`config.mk`:
```
export PLATFORM = sky130hd
export DESIGN_NAME = rob_queue_flat
export DESIGN_NICKNAME = d
export VERILOG_FILES = /design/src/rtl/rob_queue_pkg.sv /design/src/rtl/rob_queue_if.sv /design/src/rtl/rob_queue_ptr.sv /design/src/rtl/rob_queue.sv /design/src/flat_wrapper.sv
export SDC_FILE = /design/constraint.sdc
export NUM_CORES = 1
export LEC_CHECK = 0
export CELL_PAD_IN_SITES_DETAIL_PLACEMENT = 1
export CELL_PAD_IN_SITES_GLOBAL_PLACEMENT = 1
export CORE_MARGIN = 3
export CORE_UTILIZATION = 46
export DETAILED_ROUTE_END_ITERATION = 16
export HOLD_SLACK_MARGIN = 0.12
export PLACE_DENSITY = 0.77
export SLEW_MARGIN = 20
export SYNTH_ARGS = -nofsm -noshare
export SYNTH_HDL_FRONTEND = slang
export SYNTH_HIERARCHICAL = 1
export SYNTH_SLANG_ARGS = --single-unit
```
`constraint.sdc`:
```
create_clock -name clk -period 3.1 [get_ports clk]
set_input_delay 0.62 -clock clk [delete_from_list [all_inputs] [get_ports clk]]
set_output_delay 0.62 -clock clk [all_outputs]
set_load 0.02 [all_outputs]
```
`src/rtl/rob_queue_pkg.sv`:
```
// Shared types and constants for the ROB slice.
// Optional build macro used by rob_queue: ROB_CDB_BYPASS_EN.
package rob_queue_pkg;

  localparam int unsigned ROB_DEPTH  = 16;
  localparam int unsigned ROB_PREG_W = 6;

  localparam logic [6:0] STORE_OPCODE = 7'b0100011;
  localparam logic [6:0] BR_OPCODE    = 7'b1100011;

  typedef struct packed {
    logic                  valid;
    logic                  done;
    logic [6:0]            opcode;
    logic [4:0]            rd_arch;
    logic [ROB_PREG_W-1:0] rd_phys;
  } rob_entry_t;

endpackage

```
`src/rtl/rob_queue_if.sv`:
```
// Dispatch / CDB / commit signal bundle for rob_queue.
// The master side is dispatch+CDB+commit; the slave side is the ROB.
interface rob_queue_if
  import rob_queue_pkg::*;
#(
  parameter int unsigned DEPTH  = ROB_DEPTH,
  parameter int unsigned PREG_W = ROB_PREG_W
);
  localparam int unsigned IDX_W = $clog2(DEPTH);

  logic              flush;
  logic              enq_valid;
  logic              enq_ready;
  logic [6:0]        enq_opcode;
  logic [4:0]        enq_rd_arch;
  logic [PREG_W-1:0] enq_rd_phys;
  logic [IDX_W-1:0]  enq_rob_idx;
  logic              cdb_valid;
  logic [IDX_W-1:0]  cdb_rob_idx;
  logic              rob_valid;
  logic              rob_ready;
  logic [6:0]        commit_opcode;
  logic [4:0]        commit_rd_arch;
  logic [PREG_W-1:0] commit_rd_phys;
  logic              rob_pop;
  logic [IDX_W:0]    occupancy;

  modport master (
    output flush, enq_valid, enq_opcode, enq_rd_arch, enq_rd_phys,
           cdb_valid, cdb_rob_idx, rob_pop,
    input  enq_ready, enq_rob_idx, rob_valid, rob_ready,
           commit_opcode, commit_rd_arch, commit_rd_phys, occupancy
  );

  modport slave (
    input  flush, enq_valid, enq_opcode, enq_rd_arch, enq_rd_phys,
           cdb_valid, cdb_rob_idx, rob_pop,
    output enq_ready, enq_rob_idx, rob_valid, rob_ready,
           commit_opcode, commit_rd_arch, commit_rd_phys, occupancy
  );

endinterface

```
`src/rtl/rob_queue_ptr.sv`:
```
// Wrap-bit head/tail pointer pair for the ROB: full, empty, occupancy.
module rob_ptr #(
  parameter int unsigned IDX_W = 4
) (
  input  logic             clk,
  input  logic             rst_n,
  input  logic             flush_i,
  input  logic             tail_inc_i,
  input  logic             head_inc_i,
  output logic [IDX_W-1:0] head_idx_o,
  output logic [IDX_W-1:0] tail_idx_o,
  output logic [IDX_W:0]   occupancy_o,
  output logic             full_o,
  output logic             empty_o
);

  localparam logic [IDX_W:0] PTR_ONE = {{IDX_W{1'b0}}, 1'b1};

  logic [IDX_W:0] head_q, head_d;
  logic [IDX_W:0] tail_q, tail_d;

  // Next pointer values: flush rewinds both, otherwise advance on handshakes.
  always_comb begin
    head_d = head_q;
    tail_d = tail_q;
    if (flush_i) begin
      head_d = '0;
      tail_d = '0;
    end else begin
      if (head_inc_i) head_d = head_q + PTR_ONE;
      if (tail_inc_i) tail_d = tail_q + PTR_ONE;
    end
  end

  // Pointer registers with synchronous active-low reset.
  always_ff @(posedge clk) begin
    if (!rst_n) begin
      head_q <= '0;
      tail_q <= '0;
    end else begin
      head_q <= head_d;
      tail_q <= tail_d;
    end
  end

  assign head_idx_o  = head_q[IDX_W-1:0];
  assign tail_idx_o  = tail_q[IDX_W-1:0];
  assign empty_o     = (head_q == tail_q);
  assign full_o      = (head_q[IDX_W-1:0] == tail_q[IDX_W-1:0]) &&
                       (head_q[IDX_W] != tail_q[IDX_W]);
  assign occupancy_o = tail_q - head_q;

endmodule

```
`src/rtl/rob_queue.sv`:
```
// Circular reorder buffer with in-order commit.
// Build macro: ROB_CDB_BYPASS_EN lets a CDB write to the head make it
// committable in the same cycle.
module rob_queue
  import rob_queue_pkg::*;
#(
  parameter int unsigned DEPTH  = ROB_DEPTH,
  parameter int unsigned PREG_W = ROB_PREG_W
) (
  input  logic         clk,
  input  logic         rst_n,
  rob_queue_if.slave   bus
);

  localparam int unsigned IDX_W = $clog2(DEPTH);

  typedef struct packed {
    logic              valid;
    logic              done;
    logic [6:0]        opcode;
    logic [4:0]        rd_arch;
    logic [PREG_W-1:0] rd_phys;
  } entry_t;

  entry_t entries_q [DEPTH];
  entry_t entries_d [DEPTH];

  logic [IDX_W-1:0] head_idx, tail_idx;
  logic             full, empty;
  logic             head_ready;
  logic             enq_fire, pop_fire, cdb_hit;

  rob_ptr #(
    .IDX_W (IDX_W)
  ) u_ptr (
    .clk         (clk),
    .rst_n       (rst_n),
    .flush_i     (bus.flush),
    .tail_inc_i  (enq_fire),
    .head_inc_i  (pop_fire),
    .head_idx_o  (head_idx),
    .tail_idx_o  (tail_idx),
    .occupancy_o (bus.occupancy),
    .full_o      (full),
    .empty_o     (empty)
  );

`ifdef ROB_CDB_BYPASS_EN
  assign head_ready = entries_q[head_idx].done ||
                      (bus.cdb_valid && (bus.cdb_rob_idx == head_idx) &&
                       entries_q[head_idx].valid);
`else
  assign head_ready = entries_q[head_idx].done;
`endif

  assign enq_fire = bus.enq_valid && !full;
  assign pop_fire = bus.rob_pop && !empty && head_ready;
  assign cdb_hit  = bus.cdb_valid && entries_q[bus.cdb_rob_idx].valid;

  assign bus.enq_ready      = !full;
  assign bus.enq_rob_idx    = tail_idx;
  assign bus.rob_valid      = !empty;
  assign bus.rob_ready      = head_ready;
  assign bus.commit_opcode  = entries_q[head_idx].opcode;
  assign bus.commit_rd_arch = entries_q[head_idx].rd_arch;
  assign bus.commit_rd_phys = entries_q[head_idx].rd_phys;

  // Entry updates; pop is applied last so it overrides a CDB hit on the head.
  always_comb begin
    entries_d = entries_q;
    if (enq_fire) begin
      entries_d[tail_idx].valid   = 1'b1;
      entries_d[tail_idx].done    = 1'b0;
      entries_d[tail_idx].opcode  = bus.enq_opcode;
      entries_d[tail_idx].rd_arch = bus.enq_rd_arch;
      entries_d[tail_idx].rd_phys = bus.enq_rd_phys;
    end
    if (cdb_hit) begin
      entries_d[bus.cdb_rob_idx].done = 1'b1;
    end
    if (pop_fire) begin
      entries_d[head_idx].valid = 1'b0;
      entries_d[head_idx].done  = 1'b0;
    end
  end

  // Entry storage; reset and flush clear every field so reads are never X.
  always_ff @(posedge clk) begin
    if (!rst_n || bus.flush) begin
      for (int unsigned i = 0; i < DEPTH; i++) begin
        entries_q[i] <= '0;
      end
    end else begin
      entries_q <= entries_d;
    end
  end

  a_cdb_valid_entry : assert property (
    @(posedge clk) disable iff (!rst_n || bus.flush)
    bus.cdb_valid |-> entries_q[bus.cdb_rob_idx].valid
  );

  a_pop_legal : assert property (
    @(posedge clk) disable iff (!rst_n || bus.flush)
    bus.rob_pop |-> (!empty && head_ready)
  );

endmodule
```
`src/flat_wrapper.sv`:
```
// flat-port wrapper written by rule: the top's interface ports become plain ports
module rob_queue_flat import rob_queue_pkg::*;
#(
  parameter int unsigned DEPTH  = ROB_DEPTH,
  parameter int unsigned PREG_W = ROB_PREG_W
)
  (clk, rst_n, bus_flush, bus_enq_valid, bus_enq_opcode, bus_enq_rd_arch, bus_enq_rd_phys, bus_cdb_valid, bus_cdb_rob_idx, bus_rob_pop, bus_enq_ready, bus_enq_rob_idx, bus_rob_valid, bus_rob_ready, bus_commit_opcode, bus_commit_rd_arch, bus_commit_rd_phys, bus_occupancy);
  rob_queue_if #(.DEPTH(DEPTH), .PREG_W(PREG_W)) bus_i ();
  input  logic clk;
  input  logic rst_n;
  input wire logic [$bits(bus_i.flush)-1:0] bus_flush;
  input wire logic [$bits(bus_i.enq_valid)-1:0] bus_enq_valid;
  input wire logic [$bits(bus_i.enq_opcode)-1:0] bus_enq_opcode;
  input wire logic [$bits(bus_i.enq_rd_arch)-1:0] bus_enq_rd_arch;
  input wire logic [$bits(bus_i.enq_rd_phys)-1:0] bus_enq_rd_phys;
  input wire logic [$bits(bus_i.cdb_valid)-1:0] bus_cdb_valid;
  input wire logic [$bits(bus_i.cdb_rob_idx)-1:0] bus_cdb_rob_idx;
  input wire logic [$bits(bus_i.rob_pop)-1:0] bus_rob_pop;
  output wire logic [$bits(bus_i.enq_ready)-1:0] bus_enq_ready;
  output wire logic [$bits(bus_i.enq_rob_idx)-1:0] bus_enq_rob_idx;
  output wire logic [$bits(bus_i.rob_valid)-1:0] bus_rob_valid;
  output wire logic [$bits(bus_i.rob_ready)-1:0] bus_rob_ready;
  output wire logic [$bits(bus_i.commit_opcode)-1:0] bus_commit_opcode;
  output wire logic [$bits(bus_i.commit_rd_arch)-1:0] bus_commit_rd_arch;
  output wire logic [$bits(bus_i.commit_rd_phys)-1:0] bus_commit_rd_phys;
  output wire logic [$bits(bus_i.occupancy)-1:0] bus_occupancy;
  assign bus_i.flush = bus_flush;
  assign bus_i.enq_valid = bus_enq_valid;
  assign bus_i.enq_opcode = bus_enq_opcode;
  assign bus_i.enq_rd_arch = bus_enq_rd_arch;
  assign bus_i.enq_rd_phys = bus_enq_rd_phys;
  assign bus_i.cdb_valid = bus_cdb_valid;
  assign bus_i.cdb_rob_idx = bus_cdb_rob_idx;
  assign bus_i.rob_pop = bus_rob_pop;
  assign bus_enq_ready = bus_i.enq_ready;
  assign bus_enq_rob_idx = bus_i.enq_rob_idx;
  assign bus_rob_valid = bus_i.rob_valid;
  assign bus_rob_ready = bus_i.rob_ready;
  assign bus_commit_opcode = bus_i.commit_opcode;
  assign bus_commit_rd_arch = bus_i.commit_rd_arch;
  assign bus_commit_rd_phys = bus_i.commit_rd_phys;
  assign bus_occupancy = bus_i.occupancy;
  rob_queue #(.DEPTH(DEPTH), .PREG_W(PREG_W)) u_core (.clk(clk), .rst_n(rst_n), .bus(bus_i));
endmodule
```
==> impl_metrics.py, run 1 <==
metrics = {
    "route": {
        "detail_route.wirelength_um": 51770,
        "drtIter0Drc": 1096,
        "vias": 13170,
        "wire_per_inst_um": 23.75,
        "vias_per_cell": 6.040,
        "route.met2.wl_um": 24860,
        "highest_layer": "met4",
        "drc": 0,
        "ant_nets": 0,
        "met3_length_um": 3345,
        "wl_met1_um": 22260,
        "first_pass_iters": 5,
    },
    "global_route": {
        "grt_pass1_wl_um": 79110,
        "grt_pass1_vias": 13770,
        "grt_max_degree": 63,
        "antenna_found_initial": 0,
        "grtUsageTotal": 0.3016,
        "overflow": 0,
    },
    "worst_setup_path": {
        "end_kind": "output port",
        "critical_path_arrival_ns": 2.44,
        "r2r_cells": 9,
        "critical_path.max_fanout": 13,
        "path_cells": "buf_16 > buf_4 > mux4_2 > a22oi_2 > nand2_1 > dlygate4sd2_1",
        "cpPeakStageDelay_ns": 0.50,
        "critPathBufInv": 3,
        "required_ns": 2.48,
        "rrSetupSlack_ns": 0.23,
        "cp_num_cells": 6,
        "crit_family": "buffers and inverters",
        "cp-endpoint": "bus_commit_rd_phys[1]",
        "critPathSlowestCell": "mux4_2",
        "crit_type": "reg2out",
        "crit_start": "u_core/u_ptr/head_q[0]",
        "r2r_start": "u_core/u_ptr/head_q[0]",
        "critPathLaunchType": "register",
    },
    "yosys": {
        "synth_area_mm2": 0.01441,
        "synth_compound_area_frac": 0.1444,
        "yosys.area_share.simple": 0.2090,
        "syn_nets": 1749,
        "synth.avg_cell_area_um2": 8.404,
        "synth.distinct_cells": 49,
        "synth_xor_area_frac": 0.007296,
        "yosys.area.top_type": "dfxtp_1",
        "synth_top_family_by_area": "simple AND/OR/NAND/NOR gates",
        "synth_flop_cell": "dfxtp_1",
        "synth_top_area_frac": 0.4586,
        "synth_adder_area_share": 0.006601,
        "ys_ff_latch": 330,
        "yosysMostFrequentCell": "nand2_1",
        "ys_async_sr_fraction": 0,
        "yosysSeqAreaShare": 0.4586,
        "synthMuxAreaShare": 0.1230,
        "yosys_warnings": 6,
        "synthCells": 1714,
        "ys_top_cells_by_area": "dfxtp_1 (46%), nand2_1 (16%), mux4_2 (11%)",
        "synthTopCellsByCount": "nand2_1 (620), dfxtp_1 (330), a21oi_1 (297)",
        "synth-edff-count": 0,
    },
    "floorplanning": {
        "die_width_um": 183.0,
        "boundaryPins": 58,
        "core_area_mm2": 0.03075,
        "dieArea_mm2": 0.03347,
        "die_y_um": 183.0,
        "start_util": 0.4685,
        "rows": 64,
    },
    "finish": {
        "diodes": 0,
        "final_cell_area_mm2": 0.01718,
        "fillers": 3583,
        "seq_area_mm2": 0.006614,
        "multi_input_area_mm2": 0.007186,
        "drive_gt1_frac": 0.1586,
        "nets": 1792,
        "syn_to_final_growth_pct": 19.26,
        "stdcell_count": 2180,
    },
    "sta": {
        "skew_ns": 0.01093,
        "finalHoldViolations": 0,
        "setup_ws_ns": 0.04308,
        "period_needed_ns": 3.057,
        "fin_hold_ws_ns": 0.4531,
        "setup_viol": 0,
        "slew_viol_final": 0,
        "timing.final.crit_share": 0.9861,
        "setup_tns_ns": 0,
        "worst_pin_slew_ns": 1.061,
        "rsz0062_at_grt": "true",
        "max_freq_mhz": 327.1,
        "maxSlewHeadroom": 0.2904,
    },
    "clocking": {
        "hold_buffers": 0,
        "clock-sinks": 330,
        "h-tree-depth": 2,
        "cts_buffer_depth": 3,
        "insertion_delay_ns": 0.52,
        "clk_pin_slew_ns": 0.07,
        "cts-root-buf": "clkbuf_16",
        "cts_tree": "yes",
        "cts_made_buffers": 37,
    },
    "flow_run": {
        "maxCapViolCount": 0,
    },
    "power": {
        "ir_worst_vdd_v": 0.0003822,
        "power.density_mw_per_mm2": 529.4,
        "power_leakage_nw": 5.650,
    },
    "place": {
        "dp_cells": 2089,
        "io_buffers": 57,
        "placed_area_mm2": 0.01558,
        "dpl.hpwl_um": 31720,
        "routabilityCongestion": 0.8082,
        "pre_cts_ws_ns": 0.08078,
    },
    "hold_path": {
        "hold_class": "reg2reg",
    },
    "run_status": {
        "status": "finished clean",
    },
}
==> cell usage in the layout, fill, tap and decap left out, drive strengths merged, types with 2 or more instances in the layout <==
master	count
nor2b	14
a311oi	6
dfxtp	330
nand4	8
clkinv	5
clkbuf	66
nand4bb	2
and3	2
o21ai	5
clkdlybuf4s15	5
nand3	6
a22oi	43
mux2i	15
ha	6
inv	14
o221a	4
xnor2	6
mux4	72
a21oi	298
nand2b	8
and4b	2
buf	101
xor2	6
a22o	3
dlymetal6s2s	2
nor2	50
clkdlybuf4s50	34
dlygate4sd2	7
nor4bb	4
nor3	11
a41o	2
nand2	620
and2	8
o211a	4
==> where the power goes <==
group	leakage [nW]	internal (mW)	total (mW)	switching [mW]
Combinational	2.38	0.110	0.367	0.257
Clock	0.614	2.67	4.47	1.80
Sequential	2.66	4.25	4.26	0.00676
Total	5.65	7.04	9.09	2.06
==> worst register-to-register path, stage by stage, from the launching register on <==
cell      delay, ns
dfxtp_4        0.39
buf_4          0.15
ha_1           0.31
nand4_1        0.16
nor2_2         0.09
nand4b_1       0.22
nor2_1         0.84
buf_4          0.38
nand2_1        0.10
a21oi_1        0.17
==> area by class of cell <==
class	instances	share of cell area
timing repair buffer	158	0.09256
clock buffer	58	0.06795
sequential	330	0.3850
inverter	13	0.002840
clock inverter	8	0.004588
tap	396	0.02884
multi-input combinational	1217	0.4183
==> worst min path at each step <==
| stage | startpoint | to | slack, ns | cells past startpoint |
|---|---|---|---|---|
| floorplan | u_core/entries_q[38] | u_core/entries_q[38] | 0.43 | 2 |
| global placement | register | register | 0.44 | 2 |
| detailed placement | register | register | 0.45 | 2 |
| CTS | register | register | 0.46 | 2 |
| global route | register | register | 0.47 | 2 |
| finish | register | register | 0.45 | 2 |
==> repair_timing <==
action | 4_1_cts | 5_1_grt
hold endpoints to repair | 0 | 0
pin swaps | 0 | 2
gates resized for setup | 45 | 36
gates cloned | 2 | 1
setup buffers | 6 | 16
endpoints found under the setup margin | 20 | 21
==> logic make-up after synthesis <==
family                   count (synthesis)
flip-flops                             330
buffers and inverters                  167
AO/OA/AOI/OAI                          371
AND/OR/NAND/NOR                        740
XOR/XNOR                                12
multiplexers                            87
adder cells (fa/ha/maj)                  7
==> routing by layer <==
| layer | GRT usage | vias to the layer above |
|---|---|---|
| li1 | - | 5877 |
| met1 | 0.4009 | 6687 |
| met2 | 0.5083 | 488 |
| met3 | 0.04720 | 115 |
| met4 | 0.09598 | 0 |
| met5 | 0 | - |
==> through the flow <==
step | total power, mW | util
after floorplan | 4.559 | -
after global placement | 4.710 | 0.5068
after detailed placement | 4.714 | 0.5068
after CTS | 9.135 | 0.5514
after global routing | 9.354 | 0.5587
final | 9.095 | 0.5587
(Power assumes the default switching activity.)
==> run 2, diff against run 1 <==
--- a/config.mk
+++ b/config.mk
@@ -12,6 +12,7 @@
 export DETAILED_ROUTE_END_ITERATION = 16
 export HOLD_SLACK_MARGIN = 0.12
 export PLACE_DENSITY = 0.77
+export REMOVE_ABC_BUFFERS = 1
 export SLEW_MARGIN = 20
 export SYNTH_ARGS = -nofsm -noshare
 export SYNTH_HDL_FRONTEND = slang
==> impl_metrics.py, run 2 (same netlist as run 1, synthesis figures left out) <==
metrics = {
    "finish": {
        "syn_to_final_growth_pct": 18.62,
        "final_cell_mix": "nand2_1 (620), dfxtp_1 (328), a21oi_1 (297)",
        "diodes": 0,
        "final_common_cell": "nand2_1",
        "drive_gt1_frac": 0.1463,
        "nets": 1794,
    },
    "worst_setup_path": {
        "cpPeakStageDelay_ns": 0.35,
        "critPathSlowestCell": "dfxtp_4",
        "required_ns": 2.48,
        "crit_type": "reg2out",
        "critical_path.max_fanout": 16,
        "end_kind": "output port",
        "r2r_start": "u_core/u_ptr/head_q[0]",
        "critical_path_arrival_ns": 2.43,
        "path_cells": "buf_12 > buf_4 > bufbuf_16 > and2_1 > a22oi_1 > nand3_1 > nand2_1 > dlygate4sd2_1",
        "critPathLaunchType": "register",
        "crit_start": "u_core/u_ptr/head_q[0]",
    },
    "power": {
        "power.density_mw_per_mm2": 532.2,
        "ir_worst_vdd_v": 0.0004233,
        "power_leakage_nw": 5.658,
    },
    "floorplanning": {
        "rows": 64,
        "dieArea_mm2": 0.03347,
        "core_area_mm2": 0.03075,
        "die_y_um": 183.0,
        "die_width_um": 183.0,
        "boundaryPins": 58,
        "start_util": 0.4685,
    },
    "clocking": {
        "h-tree-depth": 2,
        "clock-sinks": 330,
        "insertion_delay_ns": 0.53,
        "cts_made_buffers": 37,
        "cts-root-buf": "clkbuf_16",
        "cts_buffer_depth": 3,
        "clk_pin_slew_ns": 0.06,
        "cts_tree": "yes",
    },
    "global_route": {
        "grt_pass1_vias": 13660,
        "antenna_found_initial": 0,
        "grtUsageTotal": 0.3134,
        "grt_max_degree": 56,
        "overflow": 0,
        "grt_pass1_wl_um": 80990,
    },
    "route": {
        "detail_route.wirelength_um": 52530,
        "wire_per_inst_um": 24.10,
        "first_pass_iters": 7,
        "drc": 0,
        "route.met2.wl_um": 25920,
        "vias_per_cell": 5.956,
        "wl_met1_um": 21190,
        "vias": 12980,
        "met3_length_um": 3186,
        "ant_nets": 0,
        "drtIter0Drc": 1043,
        "highest_layer": "met4",
    },
    "place": {
        "pre_cts_ws_ns": 0.1377,
        "io_buffers": 57,
        "routabilityCongestion": 0.8664,
        "dpl.hpwl_um": 32220,
    },
    "sta": {
        "setup_tns_ns": 0,
        "setup_ws_ns": 0.05044,
        "finalHoldViolations": 0,
        "maxSlewHeadroom": 0.2294,
        "timing.final.crit_share": 0.9837,
        "skew_ns": 0.01679,
        "setup_viol": 0,
        "period_needed_ns": 3.050,
        "max_freq_mhz": 327.9,
        "rsz0062_at_grt": "true",
        "worst_pin_slew_ns": 1.152,
        "slew_viol_final": 0,
    },
    "hold_path": {
        "hold_class": "reg2reg",
    },
    "flow_run": {
        "maxCapViolCount": 0,
    },
    "run_status": {
        "status": "finished clean",
    },
}
run 2: changes by cell type in the layout (fill, tap and decap cells not counted), sizes merged:
| cell | change |
|---|---|
| dlygate4sd2 | +11 |
| clkbuf | -8 |
| bufbuf | +2 |
| clkdlybuf4s15 | -2 |
| dlymetal6s2s | -2 |
| bufinv | +1 |
| clkdlybuf4s50 | -1 |
| clkinv | -1 |
| clkinvlp | -1 |
| inv | +1 |
run 2: final timing paths:
check	endpoint	slack, ns	cells past startpoint
max	bus_rob_ready	0.05	8
min	register	0.45	2
max reg2reg	register	0.12	10
min reg2reg	register	0.45	2
run 2: metrics by stage:
| stage | util | instance area (µm²) | hold WS, ns | instances | total power, mW |
|---|---|---|---|---|---|
| floorplan | - | 13720 | 0.4324 | 1560 | 4.493 |
| global placement | 0.5083 | 15630 | 0.4379 | 2102 | 4.707 |
| detailed placement | 0.5083 | 15630 | 0.4470 | 2102 | 4.712 |
| CTS | 0.5551 | 17070 | 0.4550 | 2180 | 9.152 |
| global route | 0.5557 | 17090 | 0.4692 | 2180 | 9.375 |
| finish | 0.5557 | 17090 | 0.4547 | 2180 | 9.094 |
run 2: power breakdown:
part           internal, mW  switching, mW  total, mW
logic                 0.110          0.250      0.361
clock network          2.70           1.77       4.48
registers              4.25        0.00690       4.26
total                  7.07           2.03       9.09
run 2: layout make-up:
| type | count | area [µm²] |
|---|---|---|
| fillers | 3540 | 13660 |
| well taps | 396 | 495.5 |
| repair buffers | 160 | 1593 |
| multi-input cells | 1217 | 7101 |
| clock inverters | 8 | 95.09 |
| clock buffers | 56 | 1141 |
| inverters | 13 | 48.80 |
| flip-flops and latches | 330 | 6614 |
run 2: critical path, delay by kind of cell (launching register included):
family          cells  cell delay (ns)
buf+inv             4             0.91
simple gates        3             0.43
flops               1             0.35
compound gates      1             0.22
run 2: timing repair:
item,4_1_cts,5_1_grt
cloned,3,0
pin swaps,0,0
buffers inserted,11,0
hold buffers,0,0
gates resized for setup,36,12
setup endpoints to repair,22,12
run 2: metal layers:
metal / up-vias / global-route usage
li1: 5877 / -
met1: 6527 / 0.3909
met2: 431 / 0.5474
met3: 149 / 0.04363
met4: 0 / 0.1307
met5: - / 0
